## config.mk

```make
export PLATFORM = sky130hd
export DESIGN_NAME = pipelined_mantissa_adder
export DESIGN_NICKNAME = d
export VERILOG_FILES = /design/src/rtl/fp_adder_pkg.sv /design/src/rtl/full_adder.sv /design/src/rtl/mantissa_adder_segment.sv /design/src/rtl/pipelined_mantissa_adder.sv
export SDC_FILE = /design/constraint.sdc
export NUM_CORES = 1
export LEC_CHECK = 0
export ABC_AREA = 1
export BUFFER_PORTS_ARGS = -buffer_cell sky130_fd_sc_hd__buf_2
export CORE_ASPECT_RATIO = 1.4
export CORE_UTILIZATION = 23
export CTS_CLUSTER_DIAMETER = 30
export DETAILED_ROUTE_END_ITERATION = 10
export GPL_TIMING_DRIVEN = 0
export PLACE_DENSITY_LB_ADDON = 0.05
export SETUP_SLACK_MARGIN = 0.15
export SLEW_MARGIN = 10
export SYNTH_ARGS = -nofsm -noshare
export SYNTH_HDL_FRONTEND = slang
export SYNTH_SLANG_ARGS = --single-unit
```

## constraint.sdc

```tcl
create_clock -name in_clk -period 4.4 [get_ports in_clk]
set_input_delay 0.44 -clock in_clk [delete_from_list [all_inputs] [get_ports in_clk]]
set_output_delay 0.44 -clock in_clk [all_outputs]
set_load 0.02 [all_outputs]
```

## src/rtl/fp_adder_pkg.sv

```systemverilog
// fp_adder_pkg: shared mantissa width and add/sub opcode for the FP adder datapath
package fp_adder_pkg;
  localparam int MANT_WIDTH = 24;
  typedef enum logic {OP_ADD = 1'b0, OP_SUB = 1'b1} op_t;
endpackage

```

## src/rtl/full_adder.sv

```systemverilog
// full_adder: one-bit full adder cell
module full_adder (
  input  logic a,
  input  logic b,
  input  logic cin,
  output logic sum,
  output logic cout
);
  assign sum  = a ^ b ^ cin;
  assign cout = (a & b) | (cin & (a ^ b));
endmodule

```

## src/rtl/mantissa_adder_segment.sv

```systemverilog
// mantissa_adder_segment: combinational SEG-bit ripple adder built from full_adder cells
module mantissa_adder_segment #(
  parameter int SEG = 8
) (
  input  logic [SEG-1:0] in_a,
  input  logic [SEG-1:0] in_b,
  input  logic           in_carry,
  output logic [SEG-1:0] out,
  output logic           out_carry
);
  logic [SEG:0] c;
  assign c[0] = in_carry;
  for (genvar i = 0; i < SEG; i++) begin : g_fa
    full_adder u_fa (.a(in_a[i]), .b(in_b[i]), .cin(c[i]), .sum(out[i]), .cout(c[i+1]));
  end
  assign out_carry = c[SEG];
endmodule

```

## src/rtl/pipelined_mantissa_adder.sv

```systemverilog
// pipelined_mantissa_adder: add/sub of unsigned mantissas, carry chain split into STAGES registered segments
module pipelined_mantissa_adder
  import fp_adder_pkg::*;
#(
  parameter int WIDTH  = MANT_WIDTH,
  parameter int STAGES = 3
) (
  input  logic             in_clk,
  input  logic             in_rst,
  input  logic             in_valid,
  output logic             in_ready,
  input  logic [WIDTH-1:0] in_a,
  input  logic [WIDTH-1:0] in_b,
  input  logic             in_sub,
  output logic             out_valid,
  input  logic             out_ready,
  output logic [WIDTH-1:0] out,
  output logic             out_carry,
  output logic             out_zero
);
  localparam int NS  = STAGES < 1 ? 1 : STAGES;
  localparam int SEG = WIDTH / NS;
  if (STAGES < 1 || WIDTH % NS != 0) begin : g_bad_params
    $error("pipelined_mantissa_adder: STAGES must be >= 1 and divide WIDTH");
  end
  logic en;
  assign en       = !out_valid || out_ready;
  assign in_ready = en;
  // Stage k resolves bits [k*SEG +: SEG]; only the still-unresolved operand bits travel onward.
  for (genvar k = 0; k < STAGES; k++) begin : g_st
    localparam int LO  = k * SEG;
    localparam int REM = WIDTH - LO;
    logic [REM-1:0]    a_s, b_s;
    op_t               s_s;
    logic              c_s, v_s;
    logic [LO+SEG-1:0] r_n, r_q;
    logic [SEG-1:0]    seg_r;
    logic              seg_c, v_q, c_q;
    if (k == 0) begin : g_in
      assign a_s = in_a;
      assign b_s = in_b;
      assign s_s = op_t'(in_sub);
      assign c_s = in_sub;
      assign v_s = in_valid;
      assign r_n = seg_r;
    end else begin : g_in
      assign a_s = g_st[k-1].g_fwd.a_q;
      assign b_s = g_st[k-1].g_fwd.b_q;
      assign s_s = g_st[k-1].g_fwd.s_q;
      assign c_s = g_st[k-1].c_q;
      assign v_s = g_st[k-1].v_q;
      assign r_n = {seg_r, g_st[k-1].r_q};
    end
    mantissa_adder_segment #(.SEG(SEG)) u_seg (
      .in_a     (a_s[SEG-1:0]),
      .in_b     (s_s == OP_SUB ? ~b_s[SEG-1:0] : b_s[SEG-1:0]),
      .in_carry (c_s),
      .out      (seg_r),
      .out_carry(seg_c)
    );
    always_ff @(posedge in_clk)
      if (in_rst) begin
        v_q <= 1'b0;
        c_q <= 1'b0;
        r_q <= '0;
      end else if (en) begin
        v_q <= v_s;
        c_q <= seg_c;
        r_q <= r_n;
      end
    if (k < STAGES - 1) begin : g_fwd
      logic [REM-SEG-1:0] a_q, b_q;
      op_t                s_q;
      always_ff @(posedge in_clk)
        if (en) begin
          a_q <= a_s[REM-1:SEG];
          b_q <= b_s[REM-1:SEG];
          s_q <= s_s;
        end
    end
  end
  assign out_valid = g_st[STAGES-1].v_q;
  assign out       = g_st[STAGES-1].r_q;
  assign out_carry = g_st[STAGES-1].c_q;
  assign out_zero  = out_valid && out == '0;
endmodule

```

Word level (Yosys, flattened, before mapping)
Index checks and enable logic that the tools add are counted.
Storage, ports and cells
  register bits: 104
  latch bits: 0
  RAM bits: 0
  ROM bits: 0
  output and inout bits: 28
  logic and storage cells: 145
  memories kept: 0
Operators by class
  $add $sub $neg: 0
  multiply operators: 0
  div/mod/pow operators: 0
  $lt $le $gt $ge: 0
  eq/ne operators: 0
  shifts and indexed selects: 0
  mux-type cells: 3
  bitwise gates (word level): 123
  reductions and logical operators: 4
Operators by type and width (number)
  AND 1 bit: 48
  bitwise XOR 1 bit: 48
  logical NOT 24 bit: 1
  two-way mux 8 bit: 3
  inverter 8 bit: 3
  OR 1 bit: 24
  logical AND 1 bit: 1
  logical NOT 1 bit: 1
  logical OR 1 bit: 1

Depth between registers and ports, before layout
Gate-level depths: netlist of the first run.
  depth after elaboration: 19
  mapped depth: 14
  gate-level depth less buffers: 13

Hierarchy
Synthesis of the first run repeated with hierarchy kept, for this count alone.
Second synthesis, totals
  cell total of the unflattened synthesis: 359
  area, all modules: 4287.9 um^2
Modules (own cells, without submodules)
  pipelined_mantissa_adder: times used 1, cells an instance 335, area an instance 3807.4 um^2, sequential area each 2582.5 um^2
  full_adder: times used 24, cells an instance 1, area an instance 20.0 um^2, sequential area each 0.0 um^2

Worst setup path after synthesis of the first run
Ideal clock, no wire load.
  path kind: register to register
  from: reg g_st[1].g_fwd.s_q
  to: reg g_st[2].r_q[23] (netlist: out[23])
  library setup time: 0.119 ns
  arrival: 4.080 ns
  setup slack: 0.201 ns
  cell stages (with the launch flop): 15
  path buffers: 1
  cells stage by stage: edfxtp_1 -> buf_2 -> xor2_1 -> fa_1 -> inv_1 -> fa_1 -> fa_1 -> fa_1 -> fa_1 -> fa_1 -> fa_1 -> inv_1 -> fa_1 -> o21ai_0 -> a21oi_1
Between the ends
  word-level cells in the longest chain between the ends: 17
  elaborated cells on any way between the ends: 31
  those cells by class: mux (1); bitwise (30)
Ends and longest elaborated chain
  from (decl): line pipelined_mantissa_adder.sv:73  | op_t s_q;
  from (signal assigned): line pipelined_mantissa_adder.sv:78  | s_q <= s_s;
  two-way mux 8 bit (*): line pipelined_mantissa_adder.sv:56  | .in_b (s_s == OP_SUB ? ~b_s[SEG-1:0] : b_s[SEG-1:0]),
  bitwise XOR 1 bit: line full_adder.sv:10  | assign cout = (a & b) | (cin & (a ^ b));
  AND 1 bit: line full_adder.sv:10
  OR 1 bit: line full_adder.sv:10
  AND 1 bit: line full_adder.sv:10
  OR 1 bit: line full_adder.sv:10
  AND 1 bit: line full_adder.sv:10
  OR 1 bit: line full_adder.sv:10
  [2 not listed]
  AND 1 bit: line full_adder.sv:10
  OR 1 bit: line full_adder.sv:10
  AND 1 bit: line full_adder.sv:10
  OR 1 bit: line full_adder.sv:10
  AND 1 bit: line full_adder.sv:10
  OR 1 bit: line full_adder.sv:10
  bitwise XOR 1 bit (*): line full_adder.sv:9  | assign sum = a ^ b ^ cin;
  net g_st[2].u_seg.g_fa[7].u_fa.sum: line full_adder.sv:6  | output logic sum,
  to (signal assigned): line pipelined_mantissa_adder.sv:69  | r_q <= r_n;
  to (decl): line pipelined_mantissa_adder.sv:36  | logic [LO+SEG-1:0] r_n, r_q;
The timed path passes the listed nets; every way through them passes the cells marked *.
A chain may end at the register's enable or synchronous reset.

Worst setup path after layout of the first run
  from: reg g_st[0].g_fwd.s_q
  to: reg g_st[1].r_q[15]
Between the ends
  word-level cells in the longest chain between the ends: 17
  elaborated cells on any way between the ends: 31
  those cells by class: mux (1); bitwise (30)
Ends and longest elaborated chain (line)
  from (decl): pipelined_mantissa_adder.sv:73
  from (signal assigned): pipelined_mantissa_adder.sv:78
  two-way mux 8 bit (*): pipelined_mantissa_adder.sv:56
  bitwise XOR 1 bit: full_adder.sv:10
  AND 1 bit: full_adder.sv:10
  OR 1 bit: full_adder.sv:10
  AND 1 bit: full_adder.sv:10
  OR 1 bit: full_adder.sv:10
  AND 1 bit: full_adder.sv:10
  OR 1 bit: full_adder.sv:10
  [2 not listed]
  AND 1 bit: full_adder.sv:10
  OR 1 bit: full_adder.sv:10
  AND 1 bit: full_adder.sv:10
  OR 1 bit: full_adder.sv:10
  AND 1 bit: full_adder.sv:10
  OR 1 bit: full_adder.sv:10
  bitwise XOR 1 bit (*): full_adder.sv:9
  net g_st[1].u_seg.g_fa[7].u_fa.sum: full_adder.sv:6
  to (signal assigned): pipelined_mantissa_adder.sv:69
  to (decl): pipelined_mantissa_adder.sv:36
Marked as above.

==> impl_summary.txt, run 1 <==
----------------------------------------------------
[Pwr]
  Worst ir drop on vdd ... between 0.1 and 0.15 mV
  Total power ... 2460 uW
  PD cells ... 464 nW/um2
  Static leakage power ... 0.00216 uW

[Yosys]
  Async set-or-reset flop fraction in the synthesized netlist ... 0
  Post-synth EDFFs ... 50
  Share of the synthesized area in the top cell type ... 0.358
  Most common flop cell mapped by yosys ... sky130_fd_sc_hd__dfxtp_1
  Top cell types by occurrence after synthesis ... 78 x sky130_fd_sc_hd__nor2_1, 54 x sky130_fd_sc_hd__dfxtp_1, 51 x sky130_fd_sc_hd__o21ai_0, 50 x sky130_fd_sc_hd__edfxtp_1, 26 x sky130_fd_sc_hd__inv_1
  Net Count, Synth ... between 400 and 500
  Yosys warns ... 0
  Avg Cell Area, Syn ... between 10 and 15 um2
  Share of synthesized area occupied by flip-flops and latches ... 0.615
  Syn Inst Count ... 362
  Flops & latches, synth ... 104
  Cell area after technology mapping ... 4200 um2
  Synth cell types ... 20
  Post-synth top area cell ... sky130_fd_sc_hd__edfxtp_1
  Biggest area contributors in the synthesized netlist ... sky130_fd_sc_hd__edfxtp_1 36%, sky130_fd_sc_hd__dfxtp_1 26%, sky130_fd_sc_hd__fa_1 11%, sky130_fd_sc_hd__nor2_1 7.0%, sky130_fd_sc_hd__o21ai_0 6.1%
  Most used standard cell by instance count after synthesis ... sky130_fd_sc_hd__nor2_1

[Critical path]
  CP top delay family ... adder cells
  Sequence of cells on the critical path ... buf_6, xor2_2, fa_2, inv_1, fa_2, fa_2, fa_2, fa_2, fa_2, fa_1, inv_1, fa_1, nor2_1, nor2_1
  Worst setup path category ... reg2reg
  Crit-path max FO ... 8
  Max incr delay on CP ... 420 ps
  Data required time of the worst path ... 4640 ps
  CP max stage cell ... sky130_fd_sc_hd__fa_1
  Startpoint type of the worst setup path ... flip-flop
  Worst path buffer plus inverter count ... 3
  Endpoint type of the worst setup path ... flip-flop
  WP data arrival ... 4270 ps
  Top cell by count, worst path ... sky130_fd_sc_hd__fa_2

[Global route]
  Overall Global Routing Usage ... 0.111
  Initial antenna violation count ... 0
  Pin count of the biggest net entering global routing ... 61
  Grt total ovfl ... 0
  Vias in the first global route ... roughly 2900
  Global-route wire length before repair ... 15200 um

[Drt]
  Number of vias in the routed layout ... 2693
  Wire length reported by the detailed router ... between 9000 and 10000 um
  Post-detailed-route wirelength per cell ... 13.5 um
  Count of nets left with antenna violations after detail routing ... 0
  Post-route DRC violation count ... 0
  Via/cell ratio ... 3.85
  Number of iterations in the first detailed-routing pass ... 4
  Number of DRC markers in iteration 0 ... 88

[CTS]
  Clk sinks ... 104
  Number of buffers on the longest clock path ... 2
  Source-to-sink clock delay at the later pin of the worst-skew pair ... 350 ps
  Total CTS buffers ... 9
  Maximum level of the CTS H-tree ... 3
  Clock tree from TritonCTS ... built
  Clock-pin slew of the registers on the worst-case setup and hold paths ... 80 ps
  Hold buffers post-CTS ... 0
  CTS Root Buffer Type ... sky130_fd_sc_hd__clkbuf_16

[Layout]
  Area added between synthesis and finish ... 26.2%
  Final cell count without fillers ... 700
  Design Area, Final ... 5300 um2
  Fillers ... 1931
  Number of nets at the end of the flow ... 531
  Layout cell share with drive strength beyond 1 ... 0.280
  Count of antenna diodes in the layout ... 0

[STA]
  Number of max-slew violations in the final report ... 0
  Fin Clk Skew ... 9.97 ps
  Transition time of the tightest slew-check pin ... 758 ps
  Number of setup violations in the final report ... 0
  Final Hold Violating Endpoints ... 0
  Final period utilization ... 0.916
  Maximum achievable frequency ... roughly 0.25 GHz
  Final critical delay including setup and external delays ... 4030 ps
  Setup repair after global routing missed its margin ... false
  Worst Hold Margin ... 256 ps
  Slew margin rel. ... 0.495
  Setup Total Neg Slack ... 0 ps

[Outcome]
  Result of the run ... complete, no violations

[Flow run]
  Count of maximum capacitance violations ... 0

[Placement]
  Placed Area ... 4900 um2
  Dpl hpwl ... around 7000 um
  Number of placed instances with taps included ... just under 700
  RD Place Congestion ... 0.767
  Count of port buffers added during placement ... 80

[Floorplanning]
  Count of pins on the block boundary ... between 80 and 90
  Die W ... 116 um
  Die H ... ~160 um
  Area of the core ... around 18000 um2
  Die Outline Area ... around 19000 um2
  Starting utilization of the core area ... 0.234
  Num rows ... 58

[Hold path]
  Hold Crit Class ... in2reg

----------------------------------------------------
-- cell type report --
cell class	instances	area, um2	area share
sequential	104	2580	0.487
multi-input combinational	212	1460	0.275
timing repair buffer	82	415	0.0784
tap	240	300	0.0567
clock buffer	10	229	0.0432
buffer	18	118	0.0222
inverter	28	105	0.0198
clock inverter	6	92.6	0.0175
-- metrics by stage --
stage / util / worst slack [ps]
2_1_floorplan: - / 201
3_3_place_gp: 0.273 / -169
3_5_place_dp: 0.273 / -155
4_1_cts: 0.294 / 149
5_1_grt: 0.296 / 186
6_report: 0.296 / 372
-- routing by layer --
metal | share of wire | wire length [um] | vias to the layer above | global-route usage
li1 | - | - | 1362 | -
met1 | 0.43 | 4050 | 1273 | 0.131
met2 | 0.51 | 4860 | 47 | 0.186
met3 | 0.036 | 339 | 11 | 0.0220
met4 | 0.024 | 228 | 0 | 0.0641
met5 | 0 | 0 | - | 0
-- worst register-to-register path, stage by stage (launching register included) --
cell	delay (ps)
sky130_fd_sc_hd__edfxtp_1	400
sky130_fd_sc_hd__buf_6	170
sky130_fd_sc_hd__xor2_2	170
sky130_fd_sc_hd__fa_2	220
sky130_fd_sc_hd__inv_1	50
sky130_fd_sc_hd__fa_2	360
sky130_fd_sc_hd__fa_2	370
sky130_fd_sc_hd__fa_2	380
sky130_fd_sc_hd__fa_2	370
sky130_fd_sc_hd__fa_2	370
sky130_fd_sc_hd__fa_1	400
sky130_fd_sc_hd__inv_1	80
sky130_fd_sc_hd__fa_1	420
sky130_fd_sc_hd__nor2_1	110
sky130_fd_sc_hd__nor2_1	50
-- state kept, by name (all words and copies together) (netlist names) --
register / flops
out: 24
g_st.v_q: 2
g_st.g_fwd.b_q: 24
out_carry: 1
g_st.c_q: 2
out_valid: 1
g_st.g_fwd.s_q: 2
g_st.g_fwd.a_q: 24
g_st.r_q: 24
-- worst paths after layout --
| path | startpoint | to | slack, ps | depth (start not counted) |
|---|---|---|---|---|
| worst min register to register | g_st[0].g_fwd.a_q[15] | g_st[1].g_fwd.a_q[7] | 420 | 0 |
| worst max register to register | g_st[0].g_fwd.s_q | g_st[1].r_q[15] | 370 | 14 |
| worst min-delay path | in_b[18] | g_st[0].g_fwd.b_q[10] | 260 | 1 |
| worst max-delay path | g_st[0].g_fwd.s_q | g_st[1].r_q[15] | 370 | 14 |
-- power by group --
group,switching [uW],leakage (uW),total (uW),internal [uW]
sequential,64.8,0.000973,1190,1130
combinational,225,0.00104,395,170
clock,369,0.000149,871,502
total,659,0.00216,2460,1800
-- timing repair --
action                     CTS  global route
gates resized for setup     12             8
gates cloned                 0             0
setup endpoints to repair    2             2
setup buffers                1             1
pin swaps                    0             5
-- cell families (layout without fill, tap and decap cells) --
| family | Yosys count | in the layout | share of synthesized area |
|---|---|---|---|
| adder cells (fa/ha/maj) | 23 | 23 | 0.110 |
| buffers and inverters | 46 | 144 | 0.0495 |
| flip-flops | 104 | 104 | 0.615 |
| XOR/XNOR | 24 | 24 | 0.0501 |
| multiplexers | 1 | 1 | 0.00239 |
| AO/OA/AOI/OAI | 75 | 75 | 0.0894 |
| AND/OR/NAND/NOR | 89 | 89 | 0.0835 |
-- layout by cell type, fill, tap and decap left out, types with 2 or more instances in the layout --
master | netlist | layout
sky130_fd_sc_hd__buf_2 | 7 | 84
sky130_fd_sc_hd__nor2_1 | 78 | 78
sky130_fd_sc_hd__dfxtp_1 | 54 | 54
sky130_fd_sc_hd__o21ai_0 | 51 | 50
sky130_fd_sc_hd__edfxtp_1 | 50 | 50
sky130_fd_sc_hd__inv_1 | 26 | 26
sky130_fd_sc_hd__a21oi_1 | 22 | 22
sky130_fd_sc_hd__xnor2_1 | 19 | 19
sky130_fd_sc_hd__fa_2 | 0 | 12
sky130_fd_sc_hd__fa_1 | 23 | 11
sky130_fd_sc_hd__clkbuf_16 | 0 | 9
sky130_fd_sc_hd__nand2_1 | 8 | 8
sky130_fd_sc_hd__clkbuf_1 | 5 | 6
sky130_fd_sc_hd__buf_6 | 3 | 5
sky130_fd_sc_hd__buf_4 | 0 | 3
sky130_fd_sc_hd__xor2_1 | 5 | 3
sky130_fd_sc_hd__clkbuf_2 | 3 | 3
sky130_fd_sc_hd__inv_2 | 2 | 2
sky130_fd_sc_hd__xor2_2 | 0 | 2
sky130_fd_sc_hd__o21ai_1 | 2 | 2
sky130_fd_sc_hd__clkinvlp_4 | 0 | 2
sky130_fd_sc_hd__bufinv_16 | 0 | 2
No activity file was read; power rests on OpenSTA's default activity.
==> inputs of run 2 (changes only) <==
- RECOVER_POWER: unset -> 25
- SKIP_CTS_REPAIR_TIMING: unset -> 1
- SLEW_MARGIN: 10 -> unset
==> impl_summary.txt, run 2 (same netlist as run 1, synthesis figures left out) <==
----------------------------------------------------
[Outcome]
  Result of the run ... complete, no violations

[Critical path]
  Reg-to-reg slack, setup ... 330 ps
  WP data arrival ... roughly 4300 ps
  Capture point of the critical path ... g_st[1].r_q[15]
  Crit-path max FO ... 8
  Endpoint type of the worst setup path ... flip-flop
  Launching point of the worst reg2reg path ... g_st[0].g_fwd.s_q
  Startpoint type of the worst setup path ... flip-flop
  Worst Reg-to-Reg Cells ... 14
  Data required time of the worst path ... 4640 ps
  Worst setup path startpoint ... g_st[0].g_fwd.s_q
  Critical R2R Capture ... g_st[1].r_q[15]
  Worst setup path category ... reg2reg

[STA]
  Final critical delay including setup and external delays ... 4070 ps
  Final Hold Violating Endpoints ... 0
  Slew margin rel. ... 0.500
  Maximum achievable frequency ... 0.246 GHz
  Transition time of the tightest slew-check pin ... between 700 and 800 ps
  Fin Clk Skew ... 7.64 ps
  Final period utilization ... 0.924
  Setup repair after global routing missed its margin ... true
  Setup Total Neg Slack ... 0 ps
  Number of setup violations in the final report ... 0
  Number of max-slew violations in the final report ... 0

[Layout]
  Final cell count without fillers ... between 600 and 700
  Commonest non-fill, non-tap cells in the layout ... 81 x sky130_fd_sc_hd__buf_2, 78 x sky130_fd_sc_hd__nor2_1, 54 x sky130_fd_sc_hd__dfxtp_1
  Layout cell share with drive strength beyond 1 ... 0.271
  Most common library cell in the layout ignoring fill and taps ... sky130_fd_sc_hd__buf_2
  Area occupied by registers ... about 2600 um2
  Area added between synthesis and finish ... 25.8%
  Count of antenna diodes in the layout ... 0
  Fillers ... 1936
  Number of nets at the end of the flow ... 529
  Footprint of the multi-input gates ... 1460 um2

[Floorplanning]
  Die H ... 162 um
  Starting utilization of the core area ... 0.234
  Count of pins on the block boundary ... 81
  Area of the core ... 17900 um2
  Die Outline Area ... between 15000 and 20000 um2
  Num rows ... 58
  Die W ... 116 um

[CTS]
  Clk sinks ... 104
  Total CTS buffers ... 9
  Source-to-sink clock delay at the later pin of the worst-skew pair ... roughly 350 ps
  Clock tree from TritonCTS ... built
  Clock-pin slew of the registers on the worst-case setup and hold paths ... approximately 70 ps
  Maximum level of the CTS H-tree ... 3
  CTS Root Buffer Type ... sky130_fd_sc_hd__clkbuf_16
  Number of buffers on the longest clock path ... 2

[Drt]
  Post-detailed-route wirelength per cell ... 13.6 um
  Number of vias in the routed layout ... 2691
  Post-route DRC violation count ... 0
  Number of iterations in the first detailed-routing pass ... 4
  Number of DRC markers in iteration 0 ... 94
  Via/cell ratio ... 3.86
  Wire length reported by the detailed router ... 9490 um
  Count of nets left with antenna violations after detail routing ... 0

[Global route]
  Vias in the first global route ... 2847
  Overall Global Routing Usage ... 0.111
  Initial antenna violation count ... 0
  Grt total ovfl ... 0
  Pin count of the biggest net entering global routing ... 61
  Global-route wire length before repair ... 15200 um

[Pwr]
  PD cells ... 465 nW/um2
  Cell-internal power ... 1800 uW
  P_sw ... 658 uW
  Static leakage power ... between 0.002 and 0.0025 uW
  Combinational cell fraction of total power ... 0.160
  Relative contribution of the clock network to total power ... 0.355
  Sequential group share of total power ... 0.485
  Worst ir drop on vdd ... roughly 0.14 mV
  Switching share of power ... 0.268

[Placement]
  Number of placed instances with taps included ... 682
  RD Place Congestion ... about 0.77
  Count of port buffers added during placement ... 80
  Dpl hpwl ... 6920 um

[Hold path]
  Hold Crit Class ... in2reg

[Flow run]
  Count of maximum capacitance violations ... 0

----------------------------------------------------
run 2: metal layers:
layer | share of wire | GRT usage | vias to the layer above
met2 | 0.51 | 0.185 | 50
met5 | 0 | 0 | -
met1 | 0.42 | 0.132 | 1272
li1 | - | - | 1357
met4 | 0.026 | 0.0641 | 0
met3 | 0.037 | 0.0220 | 12
run 2: how the worst min path moves through the flow:
stage / start / end / slack, ps / cells after the start
2_1_floorplan: g_st[0].g_fwd.a_q[8] / g_st[1].g_fwd.a_q[0] / 400 / 0
3_3_place_gp: g_st[0].g_fwd.a_q[10] / g_st[1].g_fwd.a_q[2] / 410 / 0
3_5_place_dp: g_st[0].g_fwd.a_q[14] / g_st[1].g_fwd.a_q[6] / 410 / 0
4_1_cts: in_a[20] / g_st[0].g_fwd.a_q[12] / 240 / 1
5_1_grt: in_b[18] / g_st[0].g_fwd.b_q[10] / 230 / 1
6_report: in_b[18] / g_st[0].g_fwd.b_q[10] / 260 / 1
run 2: critical path, stage by stage, from the launching register on:
cell	delay, ps
sky130_fd_sc_hd__edfxtp_1	410
sky130_fd_sc_hd__buf_6	170
sky130_fd_sc_hd__xor2_2	190
sky130_fd_sc_hd__fa_2	210
sky130_fd_sc_hd__inv_1	50
sky130_fd_sc_hd__fa_2	360
sky130_fd_sc_hd__fa_2	370
sky130_fd_sc_hd__fa_2	380
sky130_fd_sc_hd__fa_2	370
sky130_fd_sc_hd__fa_2	370
sky130_fd_sc_hd__fa_1	400
sky130_fd_sc_hd__inv_1	80
sky130_fd_sc_hd__fa_1	420
sky130_fd_sc_hd__nor2_1	110
sky130_fd_sc_hd__nor2_1	50
run 2: area by class of cell:
| class | instances | share of cell area |
|---|---|---|
| clock buffers | 10 | 0.0434 |
| flip-flops and latches | 104 | 0.489 |
| clock inverters | 6 | 0.0175 |
| inverters | 28 | 0.0199 |
| repair buffers | 80 | 0.0751 |
| well taps | 240 | 0.0569 |
| plain buffers | 18 | 0.0223 |
| multi-input cells | 212 | 0.276 |
run 2: per-stage QoR:
stage | util | worst slack, ps | power [uW] | cell area [um2] | hold slack [ps]
after CTS | 0.291 | -171 | 2500 | 5220 | 237
after detailed placement | 0.273 | -155 | 1610 | 4900 | 406
after floorplan | - | 201 | 1450 | 4200 | 400
after global placement | 0.273 | -169 | 1610 | 4900 | 406
after global routing | 0.295 | 147 | 2610 | 5280 | 235
final | 0.295 | 335 | 2460 | 5280 | 257
run 2: power by group through the flow:
stage / logic (uW) / registers (uW) / clock network, uW
floorplan: 219 / 1240 / 0
global placement: 394 / 1220 / 0
detailed placement: 393 / 1220 / 0
CTS: 395 / 1200 / 909
global route: 460 / 1210 / 945
finish: 393 / 1190 / 870
